--- config.mk ---
export PLATFORM = sky130hd
export DESIGN_NAME = mult_input_conditioner
export DESIGN_NICKNAME = d
export VERILOG_FILES = /design/src/rtl/mult_input_conditioner.sv
export SDC_FILE = /design/constraint.sdc
export NUM_CORES = 1
export LEC_CHECK = 0
export BUFFER_PORTS_ARGS = -buffer_cell sky130_fd_sc_hd__buf_4
export CORE_UTILIZATION = 57
export CTS_CLUSTER_SIZE = 30
export DETAILED_ROUTE_END_ITERATION = 8
export GPL_TIMING_DRIVEN = 0
export HOLD_SLACK_MARGIN = 0.02
export PLACE_DENSITY = 0.78
export SETUP_SLACK_MARGIN = 0.2
export SYNTH_ARGS = -nofsm -noshare
export SYNTH_HDL_FRONTEND = slang
export SYNTH_SLANG_ARGS = --single-unit
--- constraint.sdc ---
create_clock -name Clk -period 2.2 [get_ports Clk]
set_input_delay 0.55 -clock Clk [delete_from_list [all_inputs] [get_ports Clk]]
set_output_delay 0.55 -clock Clk [all_outputs]
set_load 0.05 [all_outputs]
--- src/rtl/mult_input_conditioner.sv ---
// Key synchronize/debounce/press-detect and switch synchronizer feeding the shift-add multiplier.
// Build option: define RUN_QUEUE_EN to hold one Run press made while busy and launch it when busy drops.
module mult_input_conditioner #(
    parameter int DEBOUNCE_CYCLES = 50000,
    parameter int SW_WIDTH        = 8
) (
    input  logic                Clk,
    input  logic                Reset,
    input  logic                Run_raw,
    input  logic                ClearA_LoadB_raw,
    input  logic [SW_WIDTH-1:0] SW,
    input  logic                busy,
    output logic                execute,
    output logic                clearA_loadB,
    output logic [SW_WIDTH-1:0] S_sync,
    output logic [SW_WIDTH-1:0] mand,
    output logic                run_dropped
);

    localparam int CNT_W = (DEBOUNCE_CYCLES > 1) ? $clog2(DEBOUNCE_CYCLES) : 1;
    localparam logic [CNT_W-1:0] CNT_LAST = CNT_W'(DEBOUNCE_CYCLES - 1);

    // index 0 = Run, index 1 = ClearA_LoadB; levels are active-low (0 = pressed)
    logic [1:0]       rawKeys;
    logic [1:0]       keyMeta;
    logic [1:0]       keySync;
    logic [1:0]       keyStable;
    logic [1:0]       keyStableDly;
    logic [CNT_W-1:0] keyCnt [2];

    logic [SW_WIDTH-1:0] swMeta;
    logic                runEvent;
    logic                clrEvent;

    assign rawKeys = {ClearA_LoadB_raw, Run_raw};

    // Stable level resets to "pressed" so a key held through reset never yields a press.
    always_ff @(posedge Clk or negedge Reset) begin
        if (!Reset) begin
            keyMeta      <= 2'b11;
            keySync      <= 2'b11;
            keyStable    <= 2'b00;
            keyStableDly <= 2'b00;
            for (int i = 0; i < 2; i++) begin
                keyCnt[i] <= '0;
            end
        end else begin
            keyMeta      <= rawKeys;
            keySync      <= keyMeta;
            keyStableDly <= keyStable;
            for (int i = 0; i < 2; i++) begin
                if (keySync[i] == keyStable[i]) begin
                    keyCnt[i] <= '0;
                end else if (keyCnt[i] == CNT_LAST) begin
                    keyStable[i] <= keySync[i];
                    keyCnt[i]    <= '0;
                end else begin
                    keyCnt[i] <= keyCnt[i] + 1'b1;
                end
            end
        end
    end

    assign runEvent = keyStableDly[0] & ~keyStable[0];
    assign clrEvent = keyStableDly[1] & ~keyStable[1];

`ifdef RUN_QUEUE_EN
    logic runPending;

    always_ff @(posedge Clk or negedge Reset) begin
        if (!Reset) begin
            swMeta       <= '0;
            S_sync       <= '0;
            mand         <= '0;
            execute      <= 1'b0;
            clearA_loadB <= 1'b0;
            run_dropped  <= 1'b0;
            runPending   <= 1'b0;
        end else begin
            swMeta       <= SW;
            S_sync       <= swMeta;
            execute      <= 1'b0;
            clearA_loadB <= 1'b0;
            if (clrEvent) begin
                clearA_loadB <= 1'b1;
                run_dropped  <= 1'b0;
                runPending   <= 1'b0;
            end else if (runEvent) begin
                if (runPending) begin
                    run_dropped <= 1'b1;
                end else if (busy || execute) begin
                    runPending <= 1'b1;
                end else begin
                    execute <= 1'b1;
                    mand    <= S_sync;
                end
            end else if (runPending && !busy && !execute) begin
                // held press launches on the first idle cycle, using the switches of that cycle
                execute    <= 1'b1;
                mand       <= S_sync;
                runPending <= 1'b0;
            end
        end
    end
`else
    always_ff @(posedge Clk or negedge Reset) begin
        if (!Reset) begin
            swMeta       <= '0;
            S_sync       <= '0;
            mand         <= '0;
            execute      <= 1'b0;
            clearA_loadB <= 1'b0;
            run_dropped  <= 1'b0;
        end else begin
            swMeta       <= SW;
            S_sync       <= swMeta;
            execute      <= 1'b0;
            clearA_loadB <= 1'b0;
            // a simultaneous Run is discarded, and the clear wins over its drop flag
            if (clrEvent) begin
                clearA_loadB <= 1'b1;
                run_dropped  <= 1'b0;
            end else if (runEvent) begin
                if (!busy) begin
                    execute <= 1'b1;
                    mand    <= S_sync;
                end else begin
                    run_dropped <= 1'b1;
                end
            end
        end
    end
`endif

endmodule
==> metrics.sh <==
ROUTE.DETAILED.DRC=0
NUMCLOCKSINKS=67
SYNTH.AVG_CELL_AREA_UM2=12.2
SYNTH_TOP_FLOP_CELL='dfrtp_1'
CTS-BUFFERS-INSERTED=9
ANTENNA_FOUND_INITIAL=0
GP_CONGESTION=0.780
MAX_SLEW.WORST_PIN.SLEW_NS=0.792
DESIGN.PORTCOUNT=32
YOSYS_WARNINGS=0
CRIT_PATH_START_KIND='flop'
INITIAL_UTILIZATION=0.598
DRT-TOTAL-WL_MM=4.36
SYNTH_FA_HA_AREA_FRAC=0.00948
ANT_NETS=0
CRIT_PATH_TOP_DELAY_CELL='or4_4'
REGTOREGSTARTPOINT='keyCnt[5]'
MAXIMUM_NUMBER_OF_PINS_ON_ONE_NET_BEFORE_GLOBAL_ROUTE_REPAIR=68
FIRST_PASS_GRT_WIRE_LENGTH_MM=7.77
POWER.DENSITY_mW_PER_MM2=718
INTERNAL_POWER_mW=1.73
PATH_CELLS='or3b_2 > or4_4 > nand2_4 > buf_6 > nor2_1'
SYNTH.AREA.TOP_CELLS='dfrtp_1 (60%), xnor2_1 (7.3%), nor2_1 (5.1%), dfstp_2 (4.0%), mux2_2 (3.8%)'
POST_CTS_HOLD_BUFFER_COUNT=0
CTS_MAX_PATH_BUFFERS=2
WORST-SETUP-PATH-TYPE='flop to flop'
CRITICAL_PATH.ENDPOINT_TYPE='flop'
FIRST_PASS_ITERS=4
SYNTH-SEQ-CELLS=67
CRIT_FAMILY='simple AND/OR/NAND/NOR gates'
HOLD_FAILS_FINAL_RPT=0
YOSYS.AREA_SHARE.XOR_XNOR=0.0996
FINALSETUPTNS_NS=0
SYN2LAYOUT_AREA_GROWTH_PCT=18.3
POST_SYNTHESIS_SHARE_OF_CELL_AREA_SPENT_ON_AND_OR_NAND_AND_NOR_GATES=0.192
LARGEST_FAMILY_OF_LOGIC_CELLS_BY_SYNTHESIZED_AREA='simple AND/OR/NAND/NOR gates'
NNETSFINAL=275
RSZ_0062_RAISED_AFTER_GLOBAL_ROUTING='no'
SYNTH_MUX_AREA_FRAC=0.0441
WORSTPATHARRIVAL_NS=2.16
ROWS=24
FINALSETUPVIOLCOUNT=0
FMAXACHIEVABLE_MHz=514
DIE_HEIGHT_UM=70.0
CP.BUFFERS_INVERTERS=1
GLOBALROUTE.TOTALOVERFLOW=0
SYNTHTOPCELLSBYCOUNT='dfrtp_1 (63), nor2_1 (36), xnor2_1 (22)'
DETAILROUTE.VIA_COUNT=1695
FINALCRITPERIODSHARE=0.884
FINALWORSTPATHREQUIREDPERIOD_NS=1.95
YOSYSUNIQUECELLTYPES=29
CLK-INSERTION-DELAY-LATE_NS=0.34
GRT_PASS1_VIAS=1734
CRITICAL_PATH.MAX_STAGE_DELAY_NS=0.58
YOSYS.CELL_COUNT.TOP_TYPE='dfrtp_1'
SYNTH_COMPOUND_AREA_FRAC=0.00237
FINCLKSKEW_NS=0.00994
CLOCKROOTBUFFER='clkbuf_8'
SHARE_CLK_OF_TOTAL_POWER=0.381
DIE_X_UM=70.0
YOSYSTOPAREACELLSHARE=0.597
TIMING.FINAL.MAX_SLEW_VIOLATIONS=0
DRIVE_GT1_FRAC=0.257
SEQUENTIAL_ELEMENT_SHARE_OF_THE_SYNTHESIZED_AREA=0.637
HTREE_NUM_LEVELS=3
VDD.IR_DROP.WORST_mV=0.735
VIASPERCELL=5.35
CTS.REPORTEDPATHS.CLKPINSLEW_NS=0.07
DETAIL_ROUTE.ITER0.VIOLATIONS=73
TIMING.MAX_SLEW.REL_SLACK=0.472
POWER_mW=2.24
GATE_COUNT_POST_SYNTH=216
GROUTE.USAGE.OVERALL=0.209
DIE-AREA_MM2=0.00491
SYNTH.CELL_AREA_MM2=0.00264
STATIC_POWER_DUE_TO_LEAKAGE_nW=1.40
CAP_VIOLATIONS=0
SYNTH_FP_NETS=231
OUTCOME='finished clean'
NETLIST.TOP_CELL.BY_AREA='dfrtp_1'
SYNTH_ASYNC_SR_FLOP_SHARE=1.00
WORST_SETUP_SLACK_FOR_REGISTER_TO_REGISTER_PATHS_NS=0.25
POWER_FRAC_COMB=0.049
SYNTH_EDF_COUNT=0
POWER_SWITCHING_uW=506
CRIT-REG2REG-CAPTURE='keyCnt[0]'
WL_PER_CELL_UM=13.8
PORT_BUFFERS=31
WORSTHOLDPATHTYPE='input pin to asynchronous set/reset pin'
CORE_AREA_MM2=0.00441
SW_FRAC_OF_TOTAL=0.226
CTS_TREE='done'
CP_REQUIRED_NS=2.42
DP_HPWL_MM=2.96
P_SEQ_FRAC=0.570
WORST-R2R-CELL-COUNT=5
ANTENNA_CELLS=0
CRITICAL_PATH.MAX_FANOUT=10
## cell usage in the layout (no fill, tap or decap), types with 2 or more instances in the layout
cell type | netlist | final
dfrtp_1 | 63 | 62
nor2_1 | 36 | 36
buf_4 | 0 | 33
xnor2_1 | 22 | 22
nand2_1 | 12 | 12
nand4_1 | 11 | 11
nand3_1 | 10 | 10
clkbuf_8 | 0 | 10
mux2_2 | 9 | 9
xor2_1 | 8 | 8
nor4_1 | 8 | 8
clkbuf_1 | 4 | 6
nor3_1 | 6 | 6
inv_1 | 4 | 4
dfstp_2 | 4 | 4
and3_1 | 2 | 2
nor4bb_1 | 2 | 2
ha_1 | 2 | 2
clkinv_2 | 0 | 2
## worst max-delay path by stage
stage | endpoint | from | slack (ns) | cells after the start
detailed placement | mand[1] | busy | 0.16 | 4
floorplan | keyStable[1] | keyCnt[12] | 0.31 | 3
global placement | mand[4] | busy | 0.19 | 4
finish | keyCnt[0] | keyCnt[5] | 0.25 | 5
global route | keyCnt[12] | keyCnt[5] | 0.20 | 5
CTS | keyCnt[0] | keyCnt[11] | 0.23 | 5
## stage by stage
step	cell area, µm²	worst slack, ns	util	hold WS (ns)	cells
2_1_floorplan	2640	0.308	-	0.254	216
3_3_place_gp	2940	0.191	0.665	0.332	299
3_5_place_dp	2940	0.158	0.665	0.335	299
4_1_cts	3100	0.226	0.703	0.295	315
5_1_grt	3120	0.200	0.707	0.291	317
6_report	3120	0.255	0.707	0.287	317
## power by group through the flow
stage          Combinational, mW  Clock, mW  Sequential, mW
2_1_floorplan             0.0255          0            1.33
3_3_place_gp               0.110          0            1.30
3_5_place_dp               0.112          0            1.30
4_1_cts                    0.112      0.882            1.28
5_1_grt                    0.122      0.939            1.28
6_report                   0.109      0.853            1.28
## final cells by class
cell class	instances	area (µm²)
clock buffers	13	149
fillers	317	1290
repair buffers	33	248
well taps	52	65.1
inverters	4	15.0
multi-input cells	140	916
clock inverters	3	17.5
plain buffers	5	27.5
flip-flops and latches	67	1680
## cell families (layout without fill, tap and decap cells)
logic type | after synthesis | after routing
compound gates | 1 | 1
fa+ha+maj | 2 | 2
buf+inv | 9 | 58
xor+xnor | 30 | 30
simple gates | 97 | 97
flops | 67 | 67
mux | 10 | 10
## routing by layer
layer	up-vias	routed length (µm)	GRT usage	part of all wire
li1	836	-	-	-
met1	828	1850	0.248	0.42
met2	24	2260	0.335	0.52
met3	7	155	0.0693	0.036
met4	0	97	0.118	0.022
met5	-	0	0	0
## state kept, by name, summed over array words and instances, names as in the netlist
| name | count |
|---|---|
| S_sync | 8 |
| clearA_loadB | 1 |
| execute | 1 |
| keyCnt | 32 |
| keyMeta | 2 |
| keyStable | 2 |
| keyStableDly | 2 |
| keySync | 2 |
| mand | 8 |
| run_dropped | 1 |
| swMeta | 8 |
## repair_timing
item | 4_1_cts | 5_1_grt
gates resized for setup | 0 | 3
endpoints found under the setup margin | 0 | 14
setup buffers | 0 | 2
Note: power is estimated with default switching activity, not from simulation.
